===== config.mk =====
export PLATFORM = sky130hd
export DESIGN_NAME = hazard_tracker
export DESIGN_NICKNAME = d
export VERILOG_FILES = /design/src/rtl/hazard_tracker_pkg.sv /design/src/rtl/hazard_slot_reg.sv /design/src/rtl/hazard_tracker.sv
export SDC_FILE = /design/constraint.sdc
export NUM_CORES = 1
export LEC_CHECK = 0
export CORE_UTILIZATION = 35
export CTS_CLUSTER_DIAMETER = 150
export CTS_CLUSTER_SIZE = 20
export DETAILED_ROUTE_END_ITERATION = 10
export GPL_TIMING_DRIVEN = 1
export HOLD_SLACK_MARGIN = 0.12
export PLACE_DENSITY = 0.66
export SLEW_MARGIN = 0
export SYNTH_ARGS = -nofsm -noshare
export SYNTH_HDL_FRONTEND = slang
export SYNTH_HIERARCHICAL = 1
export SYNTH_SLANG_ARGS = --single-unit

===== constraint.sdc =====
create_clock -name clk -period 5.3 [get_ports clk]
set_input_delay 0.53 -clock clk [delete_from_list [all_inputs] [get_ports clk]]
set_output_delay 0.53 -clock clk [all_outputs]
set_load 0.005 [all_outputs]

===== src/rtl/hazard_tracker_pkg.sv =====
// Shared definitions for the hazard tracker and the pipeline controller:
// default widths, the in-flight slot record layout and slot commands.
package hazard_tracker_pkg;

  // Default register-file address width and stall-counter width.
  localparam int DEF_REG_ADDR_LEN = 5;
  localparam int DEF_CNT_LEN      = 16;

  // Slot record layout, MSB to LSB: {valid, dest, wb_en, mem_r_en}.
  localparam int SLOT_MR_BIT   = 0;
  localparam int SLOT_WB_BIT   = 1;
  localparam int SLOT_DEST_LSB = 2;

  // Slot indices in the tracker's slot arrays.
  localparam int SLOT_EXE = 0;
  localparam int SLOT_MEM = 1;
  localparam int NUM_SLOTS = 2;

  // Per-cycle action applied to one slot register.
  typedef enum logic [1:0] {
    SLOT_HOLD  = 2'd0,
    SLOT_LOAD  = 2'd1,
    SLOT_CLEAR = 2'd2
  } slot_cmd_e;

  // Total record width for a given register address width.
  function automatic int slot_width(input int addr_len);
    return addr_len + 3;
  endfunction

endpackage


===== src/rtl/hazard_slot_reg.sv =====
// One in-flight pipeline slot record with load / hold / clear control.
// Clearing produces a bubble (all fields zero).
module hazard_slot_reg
  import hazard_tracker_pkg::*;
#(
  parameter int W = 8
) (
  input  logic         clk,
  input  logic         rst,
  input  slot_cmd_e    cmd_i,
  input  logic [W-1:0] d_i,
  output logic [W-1:0] q_o
);

  logic [W-1:0] slot_q;
  logic [W-1:0] slot_d;

  // Select the next record from the command.
  always_comb begin
    slot_d = slot_q;
    case (cmd_i)
      SLOT_LOAD:  slot_d = d_i;
      SLOT_CLEAR: slot_d = '0;
      default:    slot_d = slot_q;
    endcase
  end

  // Slot storage; reset leaves a bubble.
  always_ff @(posedge clk or negedge rst) begin
    if (!rst) begin
      slot_q <= '0;
    end else begin
      slot_q <= slot_d;
    end
  end

  assign q_o = slot_q;

endmodule


===== src/rtl/hazard_tracker.sv =====
// Data-hazard detector for the ID stage. Tracks the EXE and MEM slots and
// raises hazard_detected (stall + bubble) on RAW dependences; with
// forwarding active only load-use on the EXE slot stalls. Write-back is
// not tracked because the register file writes on the falling edge.
module hazard_tracker
  import hazard_tracker_pkg::*;
#(
  parameter int REG_ADDR_LEN = DEF_REG_ADDR_LEN,
  parameter int CNT_LEN      = DEF_CNT_LEN
) (
  input  logic                    clk,
  input  logic                    rst,
  input  logic                    id_valid,
  input  logic [REG_ADDR_LEN-1:0] id_src1,
  input  logic [REG_ADDR_LEN-1:0] id_src2,
  input  logic                    id_two_src,
  input  logic [REG_ADDR_LEN-1:0] id_dest,
  input  logic                    id_wb_en,
  input  logic                    id_mem_r_en,
  input  logic                    fwd_en,
  input  logic                    flush,
  input  logic                    freeze,
  output logic                    hazard_detected,
  output logic [CNT_LEN-1:0]      stall_count
);

  localparam int SLOT_W = slot_width(REG_ADDR_LEN);
  localparam logic [CNT_LEN-1:0] CNT_MAX = '1;

  logic [NUM_SLOTS-1:0][SLOT_W-1:0] slot_q;
  logic [NUM_SLOTS-1:0][SLOT_W-1:0] slot_in;
  slot_cmd_e                        slot_cmd [NUM_SLOTS];
  logic [NUM_SLOTS-1:0]             slot_hit;
  logic [SLOT_W-1:0]                id_slot;
  logic                             hazard;
  logic                             unused_mem_mr;
  logic [CNT_LEN-1:0]               stall_cnt_q;
  logic [CNT_LEN-1:0]               stall_cnt_d;

  assign id_slot = {id_valid, id_dest, id_wb_en, id_mem_r_en};

  // EXE takes the ID instruction, MEM takes whatever leaves EXE.
  assign slot_in[SLOT_EXE] = id_slot;
  assign slot_in[SLOT_MEM] = slot_q[SLOT_EXE];

  // The MEM slot's load flag never matters: loads there are forwardable.
  assign unused_mem_mr = slot_q[SLOT_MEM][SLOT_MR_BIT];

  generate
    for (genvar gi = 0; gi < NUM_SLOTS; gi++) begin : g_slot
      logic                    s_valid;
      logic                    s_wb;
      logic [REG_ADDR_LEN-1:0] s_dest;

      assign s_valid = slot_q[gi][SLOT_W-1];
      assign s_wb    = slot_q[gi][SLOT_WB_BIT];
      assign s_dest  = slot_q[gi][SLOT_W-2:SLOT_DEST_LSB];

      // r0 is hard-wired zero, so a zero destination can never match.
      assign slot_hit[gi] = s_valid && s_wb && (s_dest != '0) &&
                            ((s_dest == id_src1) ||
                             (id_two_src && (s_dest == id_src2)));

      hazard_slot_reg #(
        .W(SLOT_W)
      ) u_slot (
        .clk   (clk),
        .rst   (rst),
        .cmd_i (slot_cmd[gi]),
        .d_i   (slot_in[gi]),
        .q_o   (slot_q[gi])
      );
    end
  endgenerate

  // Zero-latency hazard decision; a squashed ID instruction never stalls.
  always_comb begin
    hazard = 1'b0;
    if (id_valid && !flush) begin
      if (fwd_en) begin
        hazard = slot_hit[SLOT_EXE] && slot_q[SLOT_EXE][SLOT_MR_BIT];
      end else begin
        hazard = slot_hit[SLOT_EXE] || slot_hit[SLOT_MEM];
      end
    end
  end

  assign hazard_detected = hazard;

  // Slot commands: freeze holds everything, flush/stall inject a bubble.
  always_comb begin
    slot_cmd[SLOT_EXE] = SLOT_LOAD;
    slot_cmd[SLOT_MEM] = SLOT_LOAD;
    if (freeze) begin
      slot_cmd[SLOT_EXE] = SLOT_HOLD;
      slot_cmd[SLOT_MEM] = SLOT_HOLD;
    end else if (flush || hazard) begin
      slot_cmd[SLOT_EXE] = SLOT_CLEAR;
    end
  end

  // Saturating stall counter; frozen cycles are not counted.
  always_comb begin
    stall_cnt_d = stall_cnt_q;
    if (!freeze && hazard && (stall_cnt_q != CNT_MAX)) begin
      stall_cnt_d = stall_cnt_q + 1'b1;
    end
  end

  // Stall counter storage.
  always_ff @(posedge clk or negedge rst) begin
    if (!rst) begin
      stall_cnt_q <= '0;
    end else begin
      stall_cnt_q <= stall_cnt_d;
    end
  end

  assign stall_count = stall_cnt_q;

endmodule


### Word level (Yosys, flattened, before mapping)

Cells that the tools add are included.

| word-level totals | value |
|---|---|
| output and inout bits | 17 |
| input bits | 24 |
| register bits after elaboration | 32 |
| logic and storage cells | 42 |

| cells by class | value |
|---|---|
| mux-type cells | 7 |
| reduce and logical (&&, ||, !) cells | 22 |
| $add $sub $neg | 1 |
| equality and inequality tests | 9 |

Operator list:

| kind | number |
|---|---|
| $pmux 8 s2 | 2 |
| $eq 5x5->1 | 4 |
| $add 16x1->16 const B | 1 |
| $ne 16x16->1 const B | 1 |
| $logic_and 1x1->1 | 12 |
| $reduce_bool 5->1 | 2 |
| $logic_or 1x1->1 | 4 |
| $mux 2 | 2 |
| $reduce_bool 2->1 | 2 |
| $mux 1 | 3 |
| $eq 1x2->1 const B | 1 |
| $eq 2x1->1 const B | 1 |
| $eq 2x2->1 const B | 1 |
| $logic_not 1->1 | 2 |
| $eq 1x1->1 const B | 1 |

### Depth between registers and ports, before layout

| depth | value |
|---|---|
| depth after elaboration | 12 |
| gate-level depth with buffers | 11 |
| depth with buffers taken out | 10 |

### Hierarchy

Netlist, hierarchy kept.

Modules (own cells, without submodules):

| module | area an instance (um2) | cells an instance | times used | sequential area each (um2) |
|---|---|---|---|---|
| hazard_tracker | 1198.6 | 122 | 1 | 400.4 |
| hazard_slot_reg | 350.3 | 34 | 2 | 200.2 |

### Least setup slack after synthesis

OpenSTA, ideal clock, no wires.

| path | value |
|---|---|
| path type | reg-to-reg |
| start | register g_slot[0].u_slot.slot_q[3] |
| end | register g_slot[0].u_slot.slot_q[6] |
| cell stages (with the launch flop) | 9 |
| data required time | 5179 ps |
| data arrival time | 2322 ps |
| buffers on the path | 0 |
| path slack | 2857 ps |
| period minus slack after synthesis | 2443 ps |
| library setup time | 121 ps |
| cell sequence | dfrtp_1 -> or4_4 -> o221a_2 -> a22oi_4 -> nand2b_1 -> and2_1 -> ha_1 -> nor2_1 -> a22o_2 |

RTL lines:

| what | RTL line | RTL |
|---|---|---|
| from (decl) | hazard_slot_reg.sv:15 | `logic [W-1:0] slot_q;` |
| from (signal assigned) | hazard_slot_reg.sv:33 | `slot_q <= slot_d;` |

### Worst setup path after layout

| path | value |
|---|---|
| start | input port id_src2[4] |
| end | output port hazard_detected |

| between the ends | value |
|---|---|
| longest elaborated chain between the ends | 7 |
| elaborated cells between the ends (all ways) | 12 |
| those cells by class | eq/ne (2); mux (2); reduce/logical (8) |

Ends and longest elaborated chain:

| what | RTL line | RTL |
|---|---|---|
| from (decl) | hazard_tracker.sv:15 | `input logic [REG_ADDR_LEN-1:0] id_src2,` |
| $eq 5x5->1 | hazard_tracker.sv:62 | `(id_two_src && (s_dest == id_src2)));` |
| $logic_and 1x1->1 | hazard_tracker.sv:62 |  |
| $logic_or 1x1->1 | hazard_tracker.sv:61 | `((s_dest == id_src1) \|\|` |
| $logic_and 1x1->1 | hazard_tracker.sv:60 | `assign slot_hit[gi] = s_valid && s_wb && (s_dest != '0) &&` |
| $logic_or 1x1->1 / $logic_and 1x1->1 (equally long branches) | hazard_tracker.sv:83, hazard_tracker.sv:81 |  |
| $mux 1 * | hazard_tracker.sv:80 | `if (fwd_en) begin` |
| $mux 1 * | hazard_tracker.sv:79 | `if (id_valid && !flush) begin` |
| to (decl) | hazard_tracker.sv:23 | `output logic hazard_detected,` |

Mark *: on every way between the ends. The rest lies on a longest branch, timed or not.

==> results by group <==
Clocking
  • Clock sinks: 31
  • Clock buffer depth: 2
  • CTS Hold Bufs: 0
  • CTS tree: done
  • Clk_lat worst skew: 280 ps
  • CTS root buf: clkbuf_8
  • Clk pin slew, worst setup/hold paths: 60 ps
  • Post-CTS resize count: 0
  • Clock buffer count from CTS: 5
  • CTS HTree Levels: 2
  • Post-CTS setup buffers: 0

Floorplan
  • Core area: a little over 5000 sq um
  • Top Ports: between 40 and 50
  • Die Span X: ~75 um
  • Initial core utilization: between 30% and 40%
  • Rows: 26
  • Die area: approximately 5600 sq um
  • Die Height: ~75 um

Routing
  • Drt pass-1 iters: 4
  • DRT antenna net count: 0
  • Avg Vias per Cell: about 4.8
  • Via count: about 1.4k
  • Drt drc: 0
  • Final wirelength: a little under 4 mm
  • First DRT Iteration DRCs: 54
  • WL per Instance: ~13 um

Cells and area
  • Area Overhead vs Synth: 28.5%
  • Fraction of layout cells with a size suffix above 1: under 10%
  • Final Instance Area: ~2400 sq um
  • Ant diodes: 0
  • Layout fillers: between 500 and 600
  • Final Util: between 40% and 50%
  • Final cell count without fillers: ~300
  • Final net count: between 200 and 300

Timing
  • Crit share post-route: roughly 58%
  • # setup viols final: 0
  • Smallest hold slack: about 500 ps
  • Setup Skew: 7.12 ps
  • Fmax: between 300 and 400 MHz
  • Final Hold Vio Count: 0
  • Minimum clock period: 3050 ps
  • TNS Setup: 0 ps
  • Max_slew headroom: between 60% and 70%
  • RSZ-0062 raised after global routing: no
  • Worst-margin pin slew: slightly above 500 ps
  • Max-slew violations: 0

Critical path
  • Worst path max stage delay: roughly 520 ps
  • CP Data Arrival Time: 2520 ps
  • Worst Path Required: 4770 ps
  • Critical path type: in -> out
  • Crit path max fanout: 9
  • Startpoint types: input pin
  • Cell Chain, Critical Path: clkdlybuf4s50_1 > xnor2_1 > nand4_1 > o22ai_1 > a22oi_4 > inv_1 > clkdlybuf4s50_1
  • Crit end category: output port
  • Most frequent CP cell: clkdlybuf4s50_1
  • Critical path's slowest cell: clkdlybuf4s50_1

Placed design
  • # port buffers: 40
  • Post-DP HPWL: ~2.9 mm
  • Post-Place Cells: between 200 and 300
  • Final Wtd Congestion: ~0.85
  • Placed Area: between 2000 and 2500 sq um

Job
  • Max-cap viol count: 0

Global routing
  • GRT Overall Usage: 15.7%
  • Initial antenna violation count: 0
  • Largest net degree at the start of global routing: 32
  • Global-route wire length before repair: 6.64 mm
  • Vias in the first global route: around 1.4k
  • GRT Residual Overflow: 0

Synthesis
  • Syn Area/Cell: 10.0 sq um
  • Yosys warns: 6
  • Syn Inst Count: between 150 and 200
  • Synthesized Nets: ~210
  • Post-Syn Area: about 1900 sq um

Run status
  • Status: complete, no violations

Hold path
  • Hold Path Class: reg -> reg

Pwr
  • Worst IR Drop VDD: 0.0000767 V
  • Leak: about 1.1 nW
  • PwrDens: ~240 nW/um^2
[report_power, final]
| group | internal (mW) | switching (mW) |
|---|---|---|
| Sequential | 0.258 | 0.0300 |
| Clock | 0.0872 | 0.0794 |
| Combinational | 0.0624 | 0.0499 |
| Total | 0.407 | 0.159 |
[critical path, delay by kind of cell]
| kind | cells | cell delay, ps |
|---|---|---|
| buffers and inverters | 3 | 1100 |
| AOI/OAI and AO/OA | 2 | 630 |
| xor gates and xnor gates | 1 | 140 |
| and+or+nand+nor | 1 | 110 |
[path summary, 6_finish.rpt]
kind                                                startpoint                                   to  slack, ps  depth (start not counted)
setup / recovery                                    id_src2[4]                      hazard_detected       2250                          7
hold / removal                     stall_count[15]$_DFFE_PN0P_          stall_count[15]$_DFFE_PN0P_        490                          1
setup reg to reg           g_slot[0].u_slot/q_o[3]$_DFFE_PN0P_  g_slot[0].u_slot/q_o[6]$_DFFE_PN0P_       2450                          8
hold reg to reg                    stall_count[15]$_DFFE_PN0P_          stall_count[15]$_DFFE_PN0P_        490                          1
max in group asynchronous                                  rst  g_slot[1].u_slot/q_o[2]$_DFFE_PN0P_       4380                          2
min in group asynchronous                                  rst           stall_count[4]$_DFFE_PN0P_        630                          2
[cells in the final DEF (no fill, tap or decap), drive strengths merged, types with 3 or more instances in the layout]
cell type and n:
nand2 25, nor3 4, clkbuf 6, nand3 7, clkdlybuf4s50 40, o21ai 13, inv 6, xor2 14
ha 3, dfrtp 31, xnor2 21, nand4 4, nand2b 14, nor2 12
[sequential cells by signal, summed over array words and instances (netlist names)]
register and cells:
g_slot.u_slot/q_o 15, stall_count 16
[stage by stage]
step	setup WS, ps	total power, mW
2_1_floorplan	2860	0.362
3_3_place_gp	2220	0.403
3_5_place_dp	2190	0.405
4_1_cts	2210	0.573
5_1_grt	2120	0.602
6_report	2250	0.567
[final cells by class]
| class | instances | area, sq um | share of cell area [%] |
|---|---|---|---|
| Clock buffer | 6 | 72.6 | 3.04 |
| Inverter | 6 | 22.5 | 0.942 |
| Multi-Input combinational cell | 145 | 1020 | 42.8 |
| Sequential cell | 31 | 776 | 32.5 |
| Tap cell | 70 | 87.6 | 3.66 |
| Timing Repair Buffer | 41 | 408 | 17.1 |
[per-layer routing]
layer  global-route usage [%]  vias up  share of wire, %
met1                     22.6      683                49
met2                     22.7       30                45
li1                         -      728                 -
met5                        0        -                 0
met4                     6.29        0               1.7
met3                     3.61        5               4.1
Note: power is estimated with default switching activity, not from simulation.
